### config.mk
export PLATFORM = sky130hd
export DESIGN_NAME = vga_timing_gen_flat
export DESIGN_NICKNAME = d
export VERILOG_FILES = /design/src/rtl/vga_timing_gen_if.sv /design/src/rtl/vga_timing_gen.sv /design/src/flat_wrapper.sv
export SDC_FILE = /design/constraint.sdc
export NUM_CORES = 1
export LEC_CHECK = 0
export BUFFER_PORTS_ARGS = -buffer_cell sky130_fd_sc_hd__buf_2
export CAP_MARGIN = 20
export CORE_AREA = 2 2 68 70
export CTS_BUF_LIST = sky130_fd_sc_hd__clkbuf_16
export CTS_CLUSTER_SIZE = 25
export DETAILED_ROUTE_END_ITERATION = 12
export DIE_AREA = 0 0 70 72
export PLACE_DENSITY = 0.77
export SLEW_MARGIN = 20
export SYNTH_ARGS = -nofsm -noshare
export SYNTH_HDL_FRONTEND = slang
export SYNTH_SLANG_ARGS = --single-unit
### constraint.sdc
create_clock -name clk -period 2.35 [get_ports clk]
set_input_delay 0.47 -clock clk [delete_from_list [all_inputs] [get_ports clk]]
set_output_delay 0.47 -clock clk [all_outputs]
set_load 0.01 [all_outputs]
### src/rtl/vga_timing_gen_if.sv
// Raster timing bus between vga_timing_gen (master) and the pixel/colour stage (slave).
// TESTPAT_RGB is present only when VGA_TESTPAT_EN is defined.
interface vga_timing_gen_if;
  logic       en;
  logic       pix_en;
  logic       hsync;
  logic       vsync;
  logic       active;
  logic [9:0] x;
  logic [9:0] y;
  logic       line_start;
  logic       frame_start;
`ifdef VGA_TESTPAT_EN
  logic [7:0] testpat_rgb;
`endif

`ifdef VGA_TESTPAT_EN
  modport master (
    input  en,
    output pix_en, hsync, vsync, active, x, y, line_start, frame_start, testpat_rgb
  );
  modport slave (
    output en,
    input  pix_en, hsync, vsync, active, x, y, line_start, frame_start, testpat_rgb
  );
`else
  modport master (
    input  en,
    output pix_en, hsync, vsync, active, x, y, line_start, frame_start
  );
  modport slave (
    output en,
    input  pix_en, hsync, vsync, active, x, y, line_start, frame_start
  );
`endif
endinterface

### src/rtl/vga_timing_gen.sv
// VGA raster timing generator: pixel divider, h/v counters, sync/active/coordinate outputs.
// Optional border test pattern on TESTPAT_RGB when VGA_TESTPAT_EN is defined.
module vga_timing_gen #(
  parameter int unsigned CLK_DIV  = 2,
  parameter int unsigned H_ACTIVE = 640,
  parameter int unsigned H_FP     = 16,
  parameter int unsigned H_SYNC   = 96,
  parameter int unsigned H_BP     = 48,
  parameter int unsigned V_ACTIVE = 480,
  parameter int unsigned V_FP     = 10,
  parameter int unsigned V_SYNC   = 2,
  parameter int unsigned V_BP     = 33,
  parameter bit          SYNC_POL = 1'b0
) (
  input  logic             clk,
  input  logic             reset,
  vga_timing_gen_if.master vga
);

  localparam int unsigned H_TOTAL = H_ACTIVE + H_FP + H_SYNC + H_BP;
  localparam int unsigned V_TOTAL = V_ACTIVE + V_FP + V_SYNC + V_BP;
  localparam int unsigned DC_W    = (CLK_DIV > 1) ? $clog2(CLK_DIV) : 1;

  localparam logic [DC_W-1:0] DC_LAST = DC_W'(CLK_DIV - 1);

  localparam logic [9:0] H_ACT_LAST   = 10'(H_ACTIVE - 1);
  localparam logic [9:0] H_FRONT_LAST = 10'(H_ACTIVE + H_FP - 1);
  localparam logic [9:0] H_SYNC_LAST  = 10'(H_ACTIVE + H_FP + H_SYNC - 1);
  localparam logic [9:0] H_LAST       = 10'(H_TOTAL - 1);
  localparam logic [9:0] V_ACT_LAST   = 10'(V_ACTIVE - 1);
  localparam logic [9:0] V_FRONT_LAST = 10'(V_ACTIVE + V_FP - 1);
  localparam logic [9:0] V_SYNC_LAST  = 10'(V_ACTIVE + V_FP + V_SYNC - 1);
  localparam logic [9:0] V_LAST       = 10'(V_TOTAL - 1);

  typedef enum logic [1:0] {H_ACT, H_FRONT, H_SYNCS, H_BACK} h_state_t;
  typedef enum logic [1:0] {V_ACT, V_FRONT, V_SYNCS, V_BACK} v_state_t;

  logic [DC_W-1:0] dc_q, dc_d;
  logic [9:0]      hc_q, hc_d;
  logic [9:0]      vc_q, vc_d;
  h_state_t        h_state_q, h_state_d;
  v_state_t        v_state_q, v_state_d;

  logic            pix_en_q, pix_en_d;
  logic            hsync_q, hsync_d;
  logic            vsync_q, vsync_d;
  logic            active_q, active_d;
  logic [9:0]      x_q, x_d;
  logic [9:0]      y_q, y_d;
  logic            line_start_q, line_start_d;
  logic            frame_start_q, frame_start_d;
`ifdef VGA_TESTPAT_EN
  logic [7:0]      rgb_q, rgb_d;
  logic            border;
`endif

  logic            strobe;
  logic            line_wrap;
  logic            pix_active;

  always_comb begin
    strobe     = vga.en && (dc_q == DC_LAST);
    line_wrap  = strobe && (hc_q == H_LAST);
    pix_active = (h_state_q == H_ACT) && (v_state_q == V_ACT);
  end

  always_comb begin
    dc_d = dc_q;
    hc_d = hc_q;
    vc_d = vc_q;
    if (vga.en) begin
      dc_d = strobe ? '0 : dc_q + 1'b1;
    end
    if (strobe) begin
      hc_d = (hc_q == H_LAST) ? 10'd0 : hc_q + 10'd1;
    end
    if (line_wrap) begin
      vc_d = (vc_q == V_LAST) ? 10'd0 : vc_q + 10'd1;
    end
  end

  // State tracks the region of the current counter value; it moves on the strobe that leaves a region.
  always_comb begin
    h_state_d = h_state_q;
    if (strobe) begin
      case (h_state_q)
        H_ACT:   if (hc_q == H_ACT_LAST)   h_state_d = H_FRONT;
        H_FRONT: if (hc_q == H_FRONT_LAST) h_state_d = H_SYNCS;
        H_SYNCS: if (hc_q == H_SYNC_LAST)  h_state_d = H_BACK;
        H_BACK:  if (hc_q == H_LAST)       h_state_d = H_ACT;
        default: h_state_d = H_ACT;
      endcase
    end
  end

  always_comb begin
    v_state_d = v_state_q;
    if (line_wrap) begin
      case (v_state_q)
        V_ACT:   if (vc_q == V_ACT_LAST)   v_state_d = V_FRONT;
        V_FRONT: if (vc_q == V_FRONT_LAST) v_state_d = V_SYNCS;
        V_SYNCS: if (vc_q == V_SYNC_LAST)  v_state_d = V_BACK;
        V_BACK:  if (vc_q == V_LAST)       v_state_d = V_ACT;
        default: v_state_d = V_ACT;
      endcase
    end
  end

`ifdef VGA_TESTPAT_EN
  always_comb begin
    border = (hc_q == 10'd0) || (hc_q == H_ACT_LAST) ||
             (vc_q == 10'd0) || (vc_q == V_ACT_LAST);
    rgb_d  = rgb_q;
    if (strobe) begin
      rgb_d = (pix_active && border) ? 8'h1C : 8'h00;
    end
  end
`endif

  // Level outputs hold between strobes; pulses are cleared on every non-strobe cycle.
  always_comb begin
    pix_en_d      = strobe;
    line_start_d  = strobe && (hc_q == 10'd0);
    frame_start_d = strobe && (hc_q == 10'd0) && (vc_q == 10'd0);
    hsync_d       = hsync_q;
    vsync_d       = vsync_q;
    active_d      = active_q;
    x_d           = x_q;
    y_d           = y_q;
    if (strobe) begin
      hsync_d  = (h_state_q == H_SYNCS) ? SYNC_POL : ~SYNC_POL;
      vsync_d  = (v_state_q == V_SYNCS) ? SYNC_POL : ~SYNC_POL;
      active_d = pix_active;
      x_d      = hc_q;
      y_d      = vc_q;
    end
  end

  always_ff @(posedge clk) begin
    if (reset) begin
      dc_q          <= '0;
      hc_q          <= 10'd0;
      vc_q          <= 10'd0;
      h_state_q     <= H_ACT;
      v_state_q     <= V_ACT;
      pix_en_q      <= 1'b0;
      hsync_q       <= ~SYNC_POL;
      vsync_q       <= ~SYNC_POL;
      active_q      <= 1'b0;
      x_q           <= 10'd0;
      y_q           <= 10'd0;
      line_start_q  <= 1'b0;
      frame_start_q <= 1'b0;
`ifdef VGA_TESTPAT_EN
      rgb_q         <= 8'h00;
`endif
    end else begin
      dc_q          <= dc_d;
      hc_q          <= hc_d;
      vc_q          <= vc_d;
      h_state_q     <= h_state_d;
      v_state_q     <= v_state_d;
      pix_en_q      <= pix_en_d;
      hsync_q       <= hsync_d;
      vsync_q       <= vsync_d;
      active_q      <= active_d;
      x_q           <= x_d;
      y_q           <= y_d;
      line_start_q  <= line_start_d;
      frame_start_q <= frame_start_d;
`ifdef VGA_TESTPAT_EN
      rgb_q         <= rgb_d;
`endif
    end
  end

  assign vga.pix_en      = pix_en_q;
  assign vga.hsync       = hsync_q;
  assign vga.vsync       = vsync_q;
  assign vga.active      = active_q;
  assign vga.x           = x_q;
  assign vga.y           = y_q;
  assign vga.line_start  = line_start_q;
  assign vga.frame_start = frame_start_q;
`ifdef VGA_TESTPAT_EN
  assign vga.testpat_rgb = rgb_q;
`endif

endmodule

### src/flat_wrapper.sv
// flat-port wrapper written by rule: the top's interface ports become plain ports
module vga_timing_gen_flat 
#(
  parameter int unsigned CLK_DIV  = 2,
  parameter int unsigned H_ACTIVE = 640,
  parameter int unsigned H_FP     = 16,
  parameter int unsigned H_SYNC   = 96,
  parameter int unsigned H_BP     = 48,
  parameter int unsigned V_ACTIVE = 480,
  parameter int unsigned V_FP     = 10,
  parameter int unsigned V_SYNC   = 2,
  parameter int unsigned V_BP     = 33,
  parameter bit          SYNC_POL = 1'b0
)
  (clk, reset, vga_en, vga_pix_en, vga_hsync, vga_vsync, vga_active, vga_x, vga_y, vga_line_start, vga_frame_start);
  vga_timing_gen_if vga_i ();
  input  logic clk;
  input  logic reset;
  input wire logic [$bits(vga_i.en)-1:0] vga_en;
  output wire logic [$bits(vga_i.pix_en)-1:0] vga_pix_en;
  output wire logic [$bits(vga_i.hsync)-1:0] vga_hsync;
  output wire logic [$bits(vga_i.vsync)-1:0] vga_vsync;
  output wire logic [$bits(vga_i.active)-1:0] vga_active;
  output wire logic [$bits(vga_i.x)-1:0] vga_x;
  output wire logic [$bits(vga_i.y)-1:0] vga_y;
  output wire logic [$bits(vga_i.line_start)-1:0] vga_line_start;
  output wire logic [$bits(vga_i.frame_start)-1:0] vga_frame_start;
  assign vga_i.en = vga_en;
  assign vga_pix_en = vga_i.pix_en;
  assign vga_hsync = vga_i.hsync;
  assign vga_vsync = vga_i.vsync;
  assign vga_active = vga_i.active;
  assign vga_x = vga_i.x;
  assign vga_y = vga_i.y;
  assign vga_line_start = vga_i.line_start;
  assign vga_frame_start = vga_i.frame_start;
  vga_timing_gen #(.CLK_DIV(CLK_DIV), .H_ACTIVE(H_ACTIVE), .H_FP(H_FP), .H_SYNC(H_SYNC), .H_BP(H_BP), .V_ACTIVE(V_ACTIVE), .V_FP(V_FP), .V_SYNC(V_SYNC), .V_BP(V_BP), .SYNC_POL(SYNC_POL)) u_core (.clk(clk), .reset(reset), .vga(vga_i));
endmodule
Word-level counts from Yosys, hierarchy flattened --
Cells that the tools add are included.
Storage, ports and cells: register bits after elaboration 51, input bits 3, output and inout port bits 26, word-level logic and storage cells 64
Operators by class: add/subtract/negate cells 3, equal/unequal tests 22, multiplexer cells 15, reduce and logical (&&, ||, !) cells 11
Operators with widths (number):
- 10-bit == test (second input constant) | 5
- 10-bit by 9-bit == test with 1-bit output (second input constant) | 3
- 10-bit by 1-bit adder with 10-bit output (second input constant) | 2
- 10-bit logical NOT | 2
- 10-bit two-way mux | 2
- 2-bit two-way mux | 8
- 2-bit one-hot mux with 4 select lines | 2
- 2-bit by 1-bit != test with 1-bit output (second input constant) | 6
- 5-bit AND reduction | 2
- 2-bit == test (second input constant) | 4
- 1-bit logical AND | 5
- 2-bit by 1-bit == test with 1-bit output (second input constant) | 2
- 2-bit logical NOT | 2
- 2-bit != test (second input constant) | 2
- 1-bit two-way mux | 3
- 1-bit adder (second input constant) | 1

Longest topological paths before layout --
word-level depth 3, gate-level depth with buffers 7

Least setup slack after synthesis --
Ideal clock, no wire load.
path type register -> register, from register u_core.hc_q[0], to register u_core.vc_q[0], library setup time 0.132 ns, arrival 1.567 ns, data required time 2.218 ns, slack 0.651 ns, cell stages (with the launch flop) 7, buffers on the path 1, path through dfxtp_1 -> ha_1 -> and3_1 -> buf_2 -> nand4_4 -> o31ai_4 -> nor2_1
Between the ends: cells in the longest elaborated chain, start to end 2
Ends and longest elaborated chain:
- start, declared | RTL line vga_timing_gen.sv:39 | logic [9:0] hc_q, hc_d;
- start signal, assigned | RTL line vga_timing_gen.sv:142 | hc_q <= 10'd0;
- start signal, assigned | RTL line vga_timing_gen.sv:159 | hc_q <= hc_d;
- 10-bit == test | RTL line vga_timing_gen.sv:63 | line_wrap = strobe && (hc_q == H_LAST);
- 1-bit logical AND | RTL line vga_timing_gen.sv:63
- end signal, assigned | RTL line vga_timing_gen.sv:160 | vc_q <= vc_d;
- end, declared | RTL line vga_timing_gen.sv:40 | logic [9:0] vc_q, vc_d;
No other way between the ends. A chain may end at the register's enable or synchronous reset.

Worst setup path in the final report --
from register u_core.hc_q[0], to register u_core.vc_q[4]
The elaborated chain is that of the path after synthesis.

==> results.toml <==
[placement]
dpl.hpwl_mm = 3.51
port_buffers = 28
dpl.cell_count = 350
place_congestion = 0.958
place_ws_ns = 0.404

[setup_path]
required_ns = 2.52
crit_path_start_kind = "register"
cp.arrival_ns = 2.15
path_class = "reg2reg"
end_kind = "register"
cp_max_fo = 10

[outcome]
outcome = "complete, no violations"

[global_route]
grt_pass1_wl_mm = 8.28
overflow = 0
grt_max_degree = 28
grt_pass1_vias = 1841
grt.total_usage_pct = 20.7
antenna_found_initial = 0

[sta]
timing.slew.headroom_pct = 69.2
fmaxAchievable_mhz = 505
fin_skew_ns = 0.00475
fin_crit_ns = 1.98
tns_ns = 0
slew_viol_final = 0
tightest_slew_ns = 0.462
postLayoutSetupSlackWorst_ns = 0.371
fin_crit_sh_pct = 84.2
hold_violations = 0
rsz0062_at_grt = "false"
setup_viol = 0

[die]
core_um2 = 4260
fp-row-count = 24
dieArea_um2 = 5040
initial_core_util_pct = 56.2
die_h_um = 72
fp.dieW_um = 70
io_pins = 29

[clock_network]
cts_root_buf = "clkbuf_16"
post_cts_resize_count = 0
ctsHoldBuffers = 0
clock_latency_ns = 0.29
cts_buffers = 5
cts_sinks = 51
cts_tree = "yes"
post_cts_buffers = 0
h-tree-depth = 2
clockBufferDepth = 2
path_clk_slew_ns = 0.07

[job]
cap_viol_max_count = 0

[route]
vias = 1997
post_drt_via_cell_ratio = 5.58
wl_per_cell_um = 13.9
drt_iter0_markers = 224
ant_nets = 0
drt_wl_total_mm = 4.96
drc_errors = 0
dr.pass1.iters = 4

[hold_path]
hp-class = "in2reg"

[final_layout]
stdcell_count = 358
drive_gt1_share_pct = 16.0
nets = 323
area_growth_pct = 13.1
diodes = 0
fillers = 376

[synth]
synth_ff_type = "dfxtp_1"
synth.avg_cell_area_um2 = 8.55
yosys_warnings = 0
synth_top_area_share_pct = 42.6
synth_edf_count = 0
synth_common_cells = "53 x nand2_1, 51 x dfxtp_1, 26 x a21oi_1, 26 x nor2_1, 15 x ha_1"
synthesis.area_um2 = 2390
ys_top_cells_by_area = "dfxtp_1 43%, nand2_1 8.3%, ha_1 7.8%"
synth_top_area_cell = "dfxtp_1"
synth-seq-cells = 51
syn-num-nets = 298
synthCells = 280
seq_area_frac_synth_pct = 42.6
postSynth.asyncResetShare_pct = 0
synth_cell_types = 41
synth.most_common_cell = "nand2_1"

[power_and_ir_drop]
peakVddDrop_mv = 0.366
power_leakage_nw = 1.05
total_power_w = 0.00167
powerDensity_nw_per_um2 = 615
==> cells by family (layout without fill, tap and decap cells) <==
logic type	count (synthesis)	after routing	synth area share, %
fa+ha+maj	15	15	7.84
flops	51	51	42.6
compound gates	41	41	10.7
buf+inv	28	54	5.33
xor+xnor	17	17	6.22
simple gates	127	127	26.9
mux	1	1	0.418
==> stage by stage <==
stage / cell area (µm²) / util, % / hold slack (ns)
after floorplan: 2390 / - / 0.471
after global placement: 2560 / 60.1 / 0.438
after detailed placement: 2560 / 60.1 / 0.445
after CTS: 2710 / 63.5 / 0.454
after global routing: 2710 / 63.5 / 0.472
final: 2710 / 63.5 / 0.450
==> flip-flops by register name (all words and copies together) (netlist names) <==
register	count
u_core.hc_q	10
u_core.vga.active	1
u_core.v_state_q	2
u_core.vga.line_start	1
u_core.vga.hsync	1
u_core.dc_q	1
u_core.vga.vsync	1
u_core.vga.pix_en	1
u_core.vc_q	10
u_core.h_state_q	2
u_core.vga.frame_start	1
u_core.vga.x	10
u_core.vga.y	10
==> final timing paths <==
| check | start | end | slack (ns) | cells after the start |
|---|---|---|---|---|
| max reg2reg | u_core.hc_q[0] | u_core.vc_q[4] | 0.37 | 5 |
| max | u_core.hc_q[0] | u_core.vc_q[4] | 0.37 | 5 |
| min | vga_en | u_core.dc_q | 0.45 | 3 |
| min reg2reg | u_core.vga.y[9] | u_core.vga.y[9] | 0.45 | 2 |
==> report_power, final <==
| part | total, W | internal [W] | switching (W) |
|---|---|---|---|
| Clock | 0.000713 | 0.000393 | 0.000320 |
| Sequential | 0.000880 | 0.000874 | 0.00000604 |
| Combinational | 0.0000730 | 0.0000222 | 0.0000508 |
| Total | 0.00167 | 0.00129 | 0.000377 |
==> area by class of cell <==
type | instances | area [µm²] | area share, %
inverter | 12 | 45.0 | 1.66
timing repair buffer | 34 | 185 | 6.84
clock buffer | 5 | 125 | 4.62
sequential | 51 | 1020 | 37.7
multi-input combinational | 201 | 1250 | 46.0
clock inverter | 3 | 20.0 | 0.739
tap | 52 | 65.1 | 2.40
==> layout by cell type, fill, tap and decap left out, drive strengths merged, types with 3 or more instances in the layout <==
master,synthesis,final
a21oi,26,26
and2,3,3
buf,7,34
clkbuf,9,5
dfxtp,51,51
ha,15,15
inv,12,12
nand2,53,53
nand3,15,15
nand4,9,9
nor2,27,27
nor3,4,4
nor3b,3,3
nor4,5,5
o21ai,3,3
o22ai,3,3
xnor2,10,10
xor2,7,7
==> worst max-delay path: stages (launching register included) <==
cell     delay [ns]
dfxtp_1        0.42
ha_1           0.19
and3_1         0.38
nand4_4        0.24
o31ai_4        0.53
nor2_1         0.10
==> per-layer routing <==
metal	vias up	part of all wire, %	GRT usage [%]
li1	996	-	-
met1	940	43	24.8
met2	53	50	36.3
met3	8	4.8	4.44
met4	0	1.5	8.76
met5	-	0	0
No activity file was read; power rests on OpenSTA's default activity.
